<file path="src/rtl/ccd_line_capture.sv">
// ccd_line_capture: sequences one CCD line readout per SH rising edge and streams effective pixels.
// Ports:
//   Master_clk, rst         clock, synchronous active-high reset
//   capture_en, CCD_SH      frame enable (sampled in IDLE), SH pulse from the SH generator
//   clr_status              clears the sticky overflow/overrun flags
//   CCD_ICG                 ICG gate to the sensor, idle high
//   adc_convst, adc_data    one convert strobe per pixel, sample returned by phase PIX_DIV-1
//   pix_data/last/valid/ready  effective pixel stream out of a 4-entry FIFO
//   busy, frame_done        frame in progress, 1-cycle end-of-readout pulse
//   overflow, overrun       sticky: sample dropped on full FIFO, SH edge while busy
module ccd_line_capture #(
  parameter int PIX_TOTAL   = 3694,
  parameter int DUMMY_LEAD  = 32,
  parameter int DUMMY_TRAIL = 14,
  parameter int PIX_DIV     = 4,
  parameter int ICG_LOW     = 20,
  parameter int ADC_W       = 12
) (
  input  logic             Master_clk,
  input  logic             rst,
  input  logic             capture_en,
  input  logic             CCD_SH,
  input  logic             clr_status,
  output logic             CCD_ICG,
  output logic             adc_convst,
  input  logic [ADC_W-1:0] adc_data,
  output logic [ADC_W-1:0] pix_data,
  output logic             pix_last,
  output logic             pix_valid,
  input  logic             pix_ready,
  output logic             busy,
  output logic             frame_done,
  output logic             overflow,
  output logic             overrun
);
  localparam int PW = (PIX_DIV > 1) ? $clog2(PIX_DIV) : 1;
  localparam logic [PW-1:0] PH_LAST  = PW'(PIX_DIV - 1);
  localparam logic [15:0]   ICG_END  = 16'(ICG_LOW - 1);
  localparam logic [11:0]   EFF_LO   = 12'(DUMMY_LEAD);
  localparam logic [11:0]   EFF_HI   = 12'(PIX_TOTAL - DUMMY_TRAIL);
  localparam logic [11:0]   EFF_LAST = 12'(PIX_TOTAL - DUMMY_TRAIL - 1);
  localparam logic [11:0]   IDX_LAST = 12'(PIX_TOTAL - 1);

  typedef enum logic [1:0] {IDLE, ICG_LO, READOUT} state_t;
  state_t state, state_nx;

  logic          sh_d, sh_rise;
  logic [PW-1:0] phase;
  logic [11:0]   pix_idx;
  logic [15:0]   icg_cnt;
  logic          pix_end, line_end, eff;
  logic             cap_vld, cap_last;
  logic [ADC_W-1:0] cap_data;
  logic [ADC_W:0]   mem [4];
  logic [1:0]       wp, rp;
  logic [2:0]       cnt;
  logic             push, pop, full, push_ok, drop;

  assign sh_rise    = CCD_SH & ~sh_d;
  assign busy       = state != IDLE;
  assign CCD_ICG    = state != ICG_LO;
  assign adc_convst = state == READOUT && phase == '0;
  assign pix_end    = state == READOUT && phase == PH_LAST;
  assign line_end   = pix_end && pix_idx == IDX_LAST;
  assign eff        = pix_idx >= EFF_LO && pix_idx < EFF_HI;

  always_comb begin
    state_nx = (state == IDLE)   ? ((sh_rise && capture_en) ? ICG_LO : IDLE) :
               (state == ICG_LO) ? ((icg_cnt == ICG_END) ? READOUT : ICG_LO) :
               (state == READOUT) ? (line_end ? IDLE : READOUT) : IDLE;
  end

  // Captured sample is pushed the cycle after capture; a full FIFO only accepts if it is also popping.
  assign push      = cap_vld;
  assign pop       = pix_valid && pix_ready;
  assign full      = cnt == 3'd4;
  assign push_ok   = push && (!full || pop);
  assign drop      = push && full && !pop;
  assign pix_valid = cnt != 3'd0;
  assign pix_data  = mem[rp][ADC_W-1:0];
  assign pix_last  = mem[rp][ADC_W];

  always_ff @(posedge Master_clk) begin
    if (rst) begin
      state      <= IDLE;
      sh_d       <= 1'b1;
      phase      <= '0;
      pix_idx    <= '0;
      icg_cnt    <= '0;
      cap_vld    <= 1'b0;
      cap_last   <= 1'b0;
      cap_data   <= '0;
      frame_done <= 1'b0;
      overflow   <= 1'b0;
      overrun    <= 1'b0;
      wp         <= '0;
      rp         <= '0;
      cnt        <= '0;
    end else begin
      state      <= state_nx;
      sh_d       <= CCD_SH;
      icg_cnt    <= (state == ICG_LO) ? icg_cnt + 16'd1 : '0;
      phase      <= (state == READOUT && !pix_end) ? phase + PW'(1) : '0;
      pix_idx    <= (state == READOUT) ? pix_idx + 12'(pix_end) : '0;
      cap_vld    <= pix_end && eff;
      cap_last   <= pix_idx == EFF_LAST;
      cap_data   <= adc_data;
      frame_done <= line_end;
      overflow   <= drop || (overflow && !clr_status);
      overrun    <= (sh_rise && busy) || (overrun && !clr_status);
      wp         <= wp + 2'(push_ok);
      rp         <= rp + 2'(pop);
      cnt        <= cnt + 3'(push_ok) - 3'(pop);
    end
  end

  always_ff @(posedge Master_clk) begin
    if (push_ok) mem[wp] <= {cap_last, cap_data};
  end
endmodule

</file>
<file path="config.mk">
export PLATFORM = sky130hd
export DESIGN_NAME = ccd_line_capture
export DESIGN_NICKNAME = d
export VERILOG_FILES = /design/src/rtl/ccd_line_capture.sv
export SDC_FILE = /design/constraint.sdc
export NUM_CORES = 1
export LEC_CHECK = 0
export BUFFER_PORTS_ARGS = -buffer_cell sky130_fd_sc_hd__buf_4
export CORE_UTILIZATION = 51
export CTS_CLUSTER_DIAMETER = 60
export DETAILED_ROUTE_END_ITERATION = 8
export PLACE_DENSITY = 0.8
export SYNTH_ARGS = -nofsm -noshare
export SYNTH_HDL_FRONTEND = slang
export SYNTH_SLANG_ARGS = --single-unit
</file>
<file path="constraint.sdc">
create_clock -name Master_clk -period 2.9 [get_ports Master_clk]
set_clock_uncertainty 0.15 [all_clocks]
set_input_delay 0.435 -clock Master_clk [delete_from_list [all_inputs] [get_ports Master_clk]]
set_output_delay 0.435 -clock Master_clk [all_outputs]
set_load 0.005 [all_outputs]
</file>
==> results of run 1 <==
logic make-up (layout without fill, tap and decap cells):
kind of cell / Yosys count / after routing
buffers and inverters: 18 / 63
adders and majority gates: 10 / 10
AOI/OAI and AO/OA: 11 / 11
and+or+nand+nor: 128 / 128
DFF: 109 / 109
muxes: 13 / 13
xor gates and xnor gates: 25 / 25
worst max path at each step:
| stage | to | slack [ps] | from | cells past startpoint |
|---|---|---|---|---|
| 2_1_floorplan | cnt[2] | 570 | cnt[2] | 9 |
| 3_3_place_gp | cnt[2] | 420 | pix_ready | 10 |
| 3_5_place_dp | cnt[2] | 300 | pix_ready | 10 |
| 4_1_cts | cnt[2] | 430 | cnt[2] | 9 |
| 5_1_grt | cnt[2] | 270 | cnt[1] | 9 |
| 6_report | cnt[2] | 460 | cnt[2] | 9 |
critical path, delay by kind of cell (launching register included):
family	cells	cell delay [ps]
flip-flops	1	330
AND/OR/NAND/NOR	3	630
buffers and inverters	1	40
adder cells (fa/ha/maj)	3	850
XOR/XNOR	2	310
cell usage in the layout (no fill, tap or decap), types with 13 or more instances in the layout:
| master | instances |
|---|---|
| dfxtp_1 | 57 |
| edfxtp_1 | 52 |
| buf_4 | 39 |
| nor2_1 | 32 |
| nor2b_1 | 19 |
| xor2_1 | 16 |
| nand2_1 | 15 |
| mux4_2 | 13 |
cell type report:
cell class / count / share of cell area [%]
Clock inverter: 6 / 1.953
Clock buffer: 10 / 2.656
Timing Repair Buffer: 39 / 6.094
Tap cell: 102 / 2.656
Sequential cell: 109 / 56.25
Multi-Input combinational cell: 187 / 29.77
Inverter: 8 / 0.6250
through the flow:
stage / cell area [um2] / hold slack (ps)
final: 4805 / 114.0
after global routing: 4805 / 96.39
after CTS: 4805 / 95.59
after detailed placement: 4583 / 296.7
after global placement: 4583 / 288.7
after floorplan: 4200 / 276.4
power by group through the flow:
stage / Sequential [uW] / Combinational (uW) / Clock, uW
2_1_floorplan: 1710 / 271 / 0
3_3_place_gp: 1720 / 404 / 0
3_5_place_dp: 1720 / 423 / 0
4_1_cts: 1690 / 425 / 1020
5_1_grt: 1690 / 464 / 1080
6_report: 1690 / 415 / 991
routing by layer:
metal	vias up	global-route usage [%]	routed length (um)
met2	51	29.20	3365
met5	-	0	0
met1	1180	21.46	3067
met4	0	5.000	77
li1	1208	-	-
met3	8	5.911	322
state kept, by name, indices dropped and copies added (netlist names):
register and flops:
mem 52, icg_cnt 16, cap_data 12, pix_idx 12, cnt 3, phase 2
rp 2, state 2, wp 2, cap_last 1, cap_vld 1, frame_done 1
overflow 1, overrun 1, sh_d 1
==> results.py, run 1 <==
metrics = {
    "yosys": {
        "synth_xor_area_share_pct": 5.213,
        "ys.flop_type": "dfxtp_1",
        "synthTopCellsByCount": "dfxtp_1, edfxtp_1, nor2_1, nor2b_1, xor2_1",
        "syn_area_um2": 4200,
        "synth_area_leaders": "edfxtp_1, dfxtp_1, mux4_2",
        "syn_area_per_cell_um2": 13.38,
        "ys_ff_latch": 109,
        "post_synth_and_or_nand_nor_area_fraction_pct": 16.92,
        "syn_nets": 342,
        "synth_compound_area_share_pct": 1.549,
        "synth_top_area_cell": "edfxtp_1",
        "synth_mux_area_share_pct": 6.971,
        "syn_inst": 314,
        "synth_top_family_by_area": "simple AND/OR/NAND/NOR gates",
        "yosysMostFrequentCell": "dfxtp_1",
        "synthAdderAreaFrac_pct": 3.158,
        "yosys.area.top_type_share_pct": 37.18,
        "yosysWarnings": 0,
        "seq_area_frac_synth_pct": 64.34,
        "synthArstFlopShare_pct": 0,
        "synth_edf_count": 52,
        "yosysUniqueCellTypes": 38,
    },
    "sta": {
        "post-route-period-util_pct": 84.09,
        "slew-limit-headroom_pct": 24.58,
        "fin_ws_ps": 461.5,
        "finalSetupViolCount": 0,
        "drv_slew": 0,
        "setup_tns_ps": 0,
        "rsz0062_at_grt": "no",
        "hold_violations": 0,
        "worst_pin_slew_ps": 1126,
        "fin_crit_ps": 2439,
        "fmax_mhz": 410.1,
    },
    "cts": {
        "clk_latency_ps": 360,
        "path_clk_slew_ps": 100,
        "clkSinkCount": 109,
        "root_buffer": "clkbuf_8",
        "htreeDepth": 3,
        "postCtsSetupRepairBufs": 0,
        "ctsLongestPathBuffers": 2,
        "hold_buffers": 0,
        "cts_tree": "done",
        "cts_buffers": 9,
        "cts_resized": 0,
    },
    "finish": {
        "regArea_um2": 2703,
        "layout.cells.non_filler": 461,
        "num_antenna_cells": 0,
        "synthToLayoutAreaGrowth_pct": 14.39,
        "final_util_pct": 61.22,
        "final_nets": 382,
        "fillers": 631,
        "multi_input_area_um2": 1430,
        "drive_above_1_share_pct": 20.89,
    },
    "floorplan": {
        "coreArea_um2": 7848,
        "die_w_um": 92.75,
        "die_area_um2": 8603,
        "start_util_pct": 53.52,
        "ios": 38,
        "die_h_um": 92.75,
        "num_rows": 32,
    },
    "critical_path": {
        "crit_chain": "or3_1 > and2_1 > ha_1 > inv_1 > ha_1 > fa_1 > xnor2_1 > xnor2_1 > nor2_1",
        "critPathMaxFanout": 3,
        "critPathMaxStageDelay_ps": 380,
        "r2r_start": "cnt[2]",
        "required_ps": 2990,
        "arrival_ps": 2530,
        "worst_setup_path_start_kind": "flip-flop",
        "critPathCaptureType": "flip-flop",
        "cp_slowest_cell": "or3_1",
        "rrSetupSlack_ps": 460,
        "ff2ff_path_depth": 9,
        "reg2reg_to": "cnt[2]",
        "crit_type": "reg2reg",
    },
    "power": {
        "p_comb_share_pct": 13.4,
        "p_clk_share_pct": 32.1,
        "p_total_uw": 3093,
        "p_sw_uw": 699.5,
        "ir_drop_mv": 0.2916,
        "intPower_uw": 2393,
        "sw_frac_of_total_pct": 22.62,
        "total_leakage_power_uw": 0.001794,
        "p_per_area_nw_per_um2": 643.7,
        "seqPwrFrac_pct": 54.5,
    },
    "place": {
        "place_inst": 445,
        "place_ws_ps": 297.6,
        "dpl.hpwl_mm": 4.671,
        "io_buffers": 37,
        "routabilityCongestion": 0.7915,
    },
    "detailed_routing": {
        "route.detailed.drc": 0,
        "routed_wl_mm": 6.833,
        "vias_per_cell": 5.308,
        "drtIter0Drc": 52,
        "dr.pass1.iters": 4,
        "routedWlPerCell_um": 14.82,
        "num_vias": 2447,
        "ant_nets": 0,
    },
    "min_path": {
        "whs_path_depth": 2,
        "min-delay-start": "CCD_SH",
        "min_to": "sh_d",
        "hp-class": "in2reg",
    },
    "run_status": {
        "status": "completed",
    },
    "global_routing": {
        "antenna_found_initial": 0,
        "grt_pass1_vias": 2333,
        "grt_first_pass_wirelength_mm": 11.25,
        "overflow": 0,
        "grt_use_total_pct": 17.43,
        "grt_max_degree": 30,
    },
    "job": {
        "cap_violations": 0,
    },
}
No activity file was read; power rests on OpenSTA's default activity.
==> run 2: changes to the inputs <==
clock period = 2.47 ns   (was 2.9 ns; I/O delays follow)
==> run 2 against run 1 <==
Die area stayed put. Combinational power grew 27%. Clock power decreased by 2.9%. Power is 12% higher. Largest cell class unchanged. Critical path depth did not move. Cell count increased by 0.65%. Clock-buffer cell count is 1 higher. Utilization down 0.16 points. Highest routed layer unchanged. Sequential share of layout area rose by 0.15 points.
==> results.py, run 2 (synthesis gave the netlist of run 1 again) <==
metrics = {
    "finish": {
        "final_nets": 385,
        "multi_input_area_um2": 1440,
        "largest_registers": "mem x52, icg_cnt x16",
        "layout.cells.non_filler": 464,
        "regArea_um2": 2703,
        "largest_reg_flops": 52,
        "layout_commonest_cell": "dfxtp_1",
        "num_antenna_cells": 0,
        "synthToLayoutAreaGrowth_pct": 14.09,
        "top_register": "mem",
        "drive_above_1_share_pct": 21.82,
        "fillers": 612,
        "layout_common_cells": "dfxtp_1, edfxtp_1, buf_4",
    },
    "detailed_routing": {
        "routed_wl_mm": 6.888,
        "vias_per_cell": 5.321,
        "ant_nets": 0,
        "drtIter0Drc": 79,
        "dr.pass1.iters": 4,
        "route.detailed.drc": 0,
        "num_vias": 2469,
        "routedWlPerCell_um": 14.84,
    },
    "sta": {
        "hold_violations": 0,
        "fmax_mhz": 426.4,
        "worst_pin_slew_ps": 1109,
        "setup_tns_ps": 0,
        "fin_crit_ps": 2345,
        "post-route-period-util_pct": 94.94,
        "finalSetupViolCount": 0,
        "drv_slew": 0,
        "slew-limit-headroom_pct": 25.68,
    },
    "critical_path": {
        "rrSetupSlack_ps": 120,
        "crit_type": "reg2reg",
        "critPathMaxFanout": 3,
        "worst_setup_path_start_kind": "flip-flop",
        "required_ps": 2560,
        "critPathCaptureType": "flip-flop",
        "arrival_ps": 2440,
        "ff2ff_path_depth": 9,
    },
    "place": {
        "routabilityCongestion": 0.8029,
        "place_inst": 448,
        "dpl.hpwl_mm": 4.656,
        "io_buffers": 37,
    },
    "cts": {
        "cts_buffers": 9,
        "cts_tree": "done",
        "htreeDepth": 3,
        "path_clk_slew_ps": 90,
        "hold_buffers": 0,
        "clk_latency_ps": 360,
        "ctsLongestPathBuffers": 2,
        "root_buffer": "clkbuf_8",
        "postCtsSetupRepairBufs": 0,
        "clkSinkCount": 109,
    },
    "floorplan": {
        "ios": 38,
        "num_rows": 32,
        "die_h_um": 92.75,
        "die_w_um": 92.75,
        "die_area_um2": 8603,
        "start_util_pct": 53.52,
        "coreArea_um2": 7848,
    },
    "power": {
        "ir_drop_mv": 0.3040,
        "total_leakage_power_uw": 0.001798,
        "p_per_area_nw_per_um2": 721.9,
    },
    "run_status": {
        "status": "completed",
    },
    "job": {
        "cap_violations": 0,
    },
    "global_routing": {
        "grt_pass1_vias": 2558,
        "grt_use_total_pct": 18.13,
        "overflow": 0,
        "antenna_found_initial": 0,
        "grt_max_degree": 30,
        "grt_first_pass_wirelength_mm": 11.84,
    },
    "min_path": {
        "whs_path_depth": 2,
        "hp-class": "in2reg",
    },
}
-- run 2: worst paths after layout --
path / start / end
setup / recovery: cnt[2] / cnt[2]
setup reg to reg: cnt[2] / cnt[2]
hold reg to reg: phase[0] / phase[0]
hold / removal: CCD_SH / sh_d
-- run 2: critical path, stage by stage, from the launching register on --
cell and delay [ps]:
dfxtp_1 330, or3_1 380, and2_1 180, ha_1 270
inv_1 40, ha_1 180, fa_2 350, xnor2_2 160
xnor2_1 140, nor2_1 50
-- run 2: metrics by stage --
step	util [%]	hold slack, ps	total power [uW]	instance area [um2]	worst slack, ps
after global routing	61.07	43.51	3624	4792	-26.97
after floorplan	-	276.4	2328	4200	138.1
after detailed placement	58.69	308.4	2523	4606	59.37
after global placement	58.69	289.9	2507	4606	123.3
final	61.07	54.85	3459	4792	124.9
after CTS	60.94	42.87	3477	4782	54.42
-- run 2: final cells by class --
cell class                 instances  area share, %
sequential                       109          56.40
multi-input combinational        187          30.05
timing repair buffer              42          6.580
clock buffer                      11          2.950
tap                              102          2.663
clock inverter                     5         0.7311
inverter                           8         0.6266
-- run 2: timing repair --
item / 4_1_cts / 5_1_grt
endpoints found under the setup margin: 0 / 1
hold endpoints to repair: 0 / 0
gates resized for setup: 0 / 2
-- run 2: power by group --
part | switching (uW) | internal [uW]
Combinational | 207 | 320
Sequential | 38.7 | 1930
Clock | 565 | 397
Total | 811 | 2650
-- run 2: per-layer routing --
metal / vias to the layer above / wire, um / track usage, % / share of wire [%]
li1: 1211 / - / - / -
met1: 1194 / 3019 / 21.27 / 44
met2: 57 / 3459 / 31.79 / 50
met3: 7 / 331 / 5.008 / 4.8
met4: 0 / 76 / 6.538 / 1.1
met5: - / 0 / 0 / 0
==> run 3: changes to the inputs <==
BUFFER_PORTS_ARGS = -buffer_cell sky130_fd_sc_hd__buf_2   (was -buffer_cell sky130_fd_sc_hd__buf_4)
==> run 3 against run 2 <==
Global-route usage fell by 0.70 points. Non-clock buffer count up 1. Critical path depth stayed put. Largest cell class unchanged. Largest power group unchanged. Highest routed layer unchanged.
==> results.py, run 3 (synthesis gave the netlist of run 1 again) <==
metrics = {
    "cts": {
        "ctsLongestPathBuffers": 2,
        "htreeDepth": 3,
        "cts_tree": "done",
        "path_clk_slew_ps": 90,
        "root_buffer": "clkbuf_8",
        "clkSinkCount": 109,
        "clk_latency_ps": 360,
        "cts_buffers": 9,
    },
    "power": {
        "seqPwrFrac_pct": 57.8,
        "p_total_uw": 3423,
        "total_leakage_power_uw": 0.001774,
        "p_comb_share_pct": 13.6,
        "p_per_area_nw_per_um2": 726.9,
        "p_sw_uw": 833.8,
        "intPower_uw": 2589,
        "sw_frac_of_total_pct": 24.36,
        "ir_drop_mv": 0.3430,
        "p_clk_share_pct": 28.6,
    },
    "min_path": {
        "hp-class": "in2reg",
        "whs_path_depth": 2,
    },
    "sta": {
        "fmax_mhz": 422.0,
        "drv_slew": 0,
        "post-route-period-util_pct": 95.94,
        "rsz0062_at_grt": "no",
        "hold_violations": 0,
        "worst_pin_slew_ps": 1101,
        "fin_crit_ps": 2370,
        "finalSetupViolCount": 0,
        "slew-limit-headroom_pct": 26.22,
        "setup_tns_ps": 0,
    },
    "detailed_routing": {
        "route.detailed.drc": 0,
        "vias_per_cell": 5.368,
        "drtIter0Drc": 105,
        "routed_wl_mm": 6.796,
        "dr.pass1.iters": 4,
        "num_vias": 2496,
        "ant_nets": 0,
        "routedWlPerCell_um": 14.62,
    },
    "global_routing": {
        "grt_max_degree": 30,
        "overflow": 0,
        "antenna_found_initial": 0,
        "grt_use_total_pct": 17.43,
        "grt_pass1_vias": 2435,
        "grt_first_pass_wirelength_mm": 11.38,
    },
    "job": {
        "cap_violations": 0,
    },
    "critical_path": {
        "critPathCaptureType": "flip-flop",
        "ff2ff_path_depth": 9,
        "critPathMaxFanout": 3,
        "worst_setup_path_start_kind": "flip-flop",
        "required_ps": 2550,
        "crit_type": "reg2reg",
        "arrival_ps": 2450,
    },
    "finish": {
        "num_antenna_cells": 0,
        "drive_above_1_share_pct": 22.59,
        "fillers": 644,
        "layout_commonest_cell": "dfxtp_1",
        "synthToLayoutAreaGrowth_pct": 12.12,
        "largest_registers": "mem x52, icg_cnt x16",
        "layout_common_cells": "dfxtp_1, edfxtp_1, buf_2",
        "largest_reg_flops": 52,
        "final_nets": 386,
        "top_register": "mem",
    },
    "floorplan": {
        "coreArea_um2": 7848,
        "num_rows": 32,
        "die_h_um": 92.75,
        "die_area_um2": 8603,
        "die_w_um": 92.75,
        "start_util_pct": 53.52,
        "ios": 38,
    },
    "run_status": {
        "status": "completed",
    },
    "place": {
        "io_buffers": 37,
        "routabilityCongestion": 0.7984,
        "dpl.hpwl_mm": 4.608,
    },
}
-- run 3: repair_timing --
action | 4_1_cts | 5_1_grt
setup buffers | 0 | 0
gates resized for setup | 0 | 4
setup endpoints to repair | 0 | 1
hold endpoints to repair | 0 | 0
hold buffers | 0 | 0
-- run 3: final timing paths --
kind | startpoint | end | slack [ps]
worst max register to register | cnt[2] | cnt[2] | 100
worst min-delay path | CCD_SH | sh_d | 60
worst max-delay path | cnt[2] | cnt[2] | 100
worst min register to register | phase[0] | phase[0] | 320
-- run 3: layer usage --
| layer | track usage (%) | wire [um] | vias up |
|---|---|---|---|
| li1 | - | - | 1213 |
| met1 | 20.27 | 2959 | 1215 |
| met2 | 31.42 | 3411 | 58 |
| met3 | 4.269 | 335 | 10 |
| met4 | 5.769 | 90 | 0 |
| met5 | 0 | 0 | - |
-- run 3: critical path, cell delays in order (launching register included) --
cell	delay [ps]
dfxtp_2	340
or3_1	380
and2_4	170
ha_1	260
inv_1	40
ha_1	180
fa_2	340
xnor2_1	190
xnor2_1	140
nor2_1	50
-- run 3: power by group through the flow --
stage                     registers [uW]  clock network (uW)  logic, uW
final                               1980                 979        467
after global routing                1980                1070        512
after CTS                           1970                1010        467
after detailed placement            2020                   0        465
after global placement              2010                   0        449
after floorplan                     2010                   0        319
-- run 3: final cells by class --
type                    count  area, um2  share of cell area (%)
clock buffers              11      131.4                   2.790
clock inverters             5      45.04                  0.9564
inverters                   8      30.03                  0.6376
multi-input cells         187       1441                   30.61
flip-flops and latches    109       2704                   57.41
well taps                 102      127.6                   2.710
repair buffers             43      230.2                   4.888
-- run 3: stage by stage --
stage          instance area, um2  hold WS, ps  worst slack [ps]  std cells  util, %
2_1_floorplan                4200        276.4             138.1        314        -
3_3_place_gp                 4521        287.0             121.4        449    57.61
3_5_place_dp                 4521        309.0             52.17        449    57.61
4_1_cts                      4697        43.32             45.49        465    59.85
5_1_grt                      4710        48.82             20.89        465    60.01
6_report                     4710        58.35             100.4        465    60.01
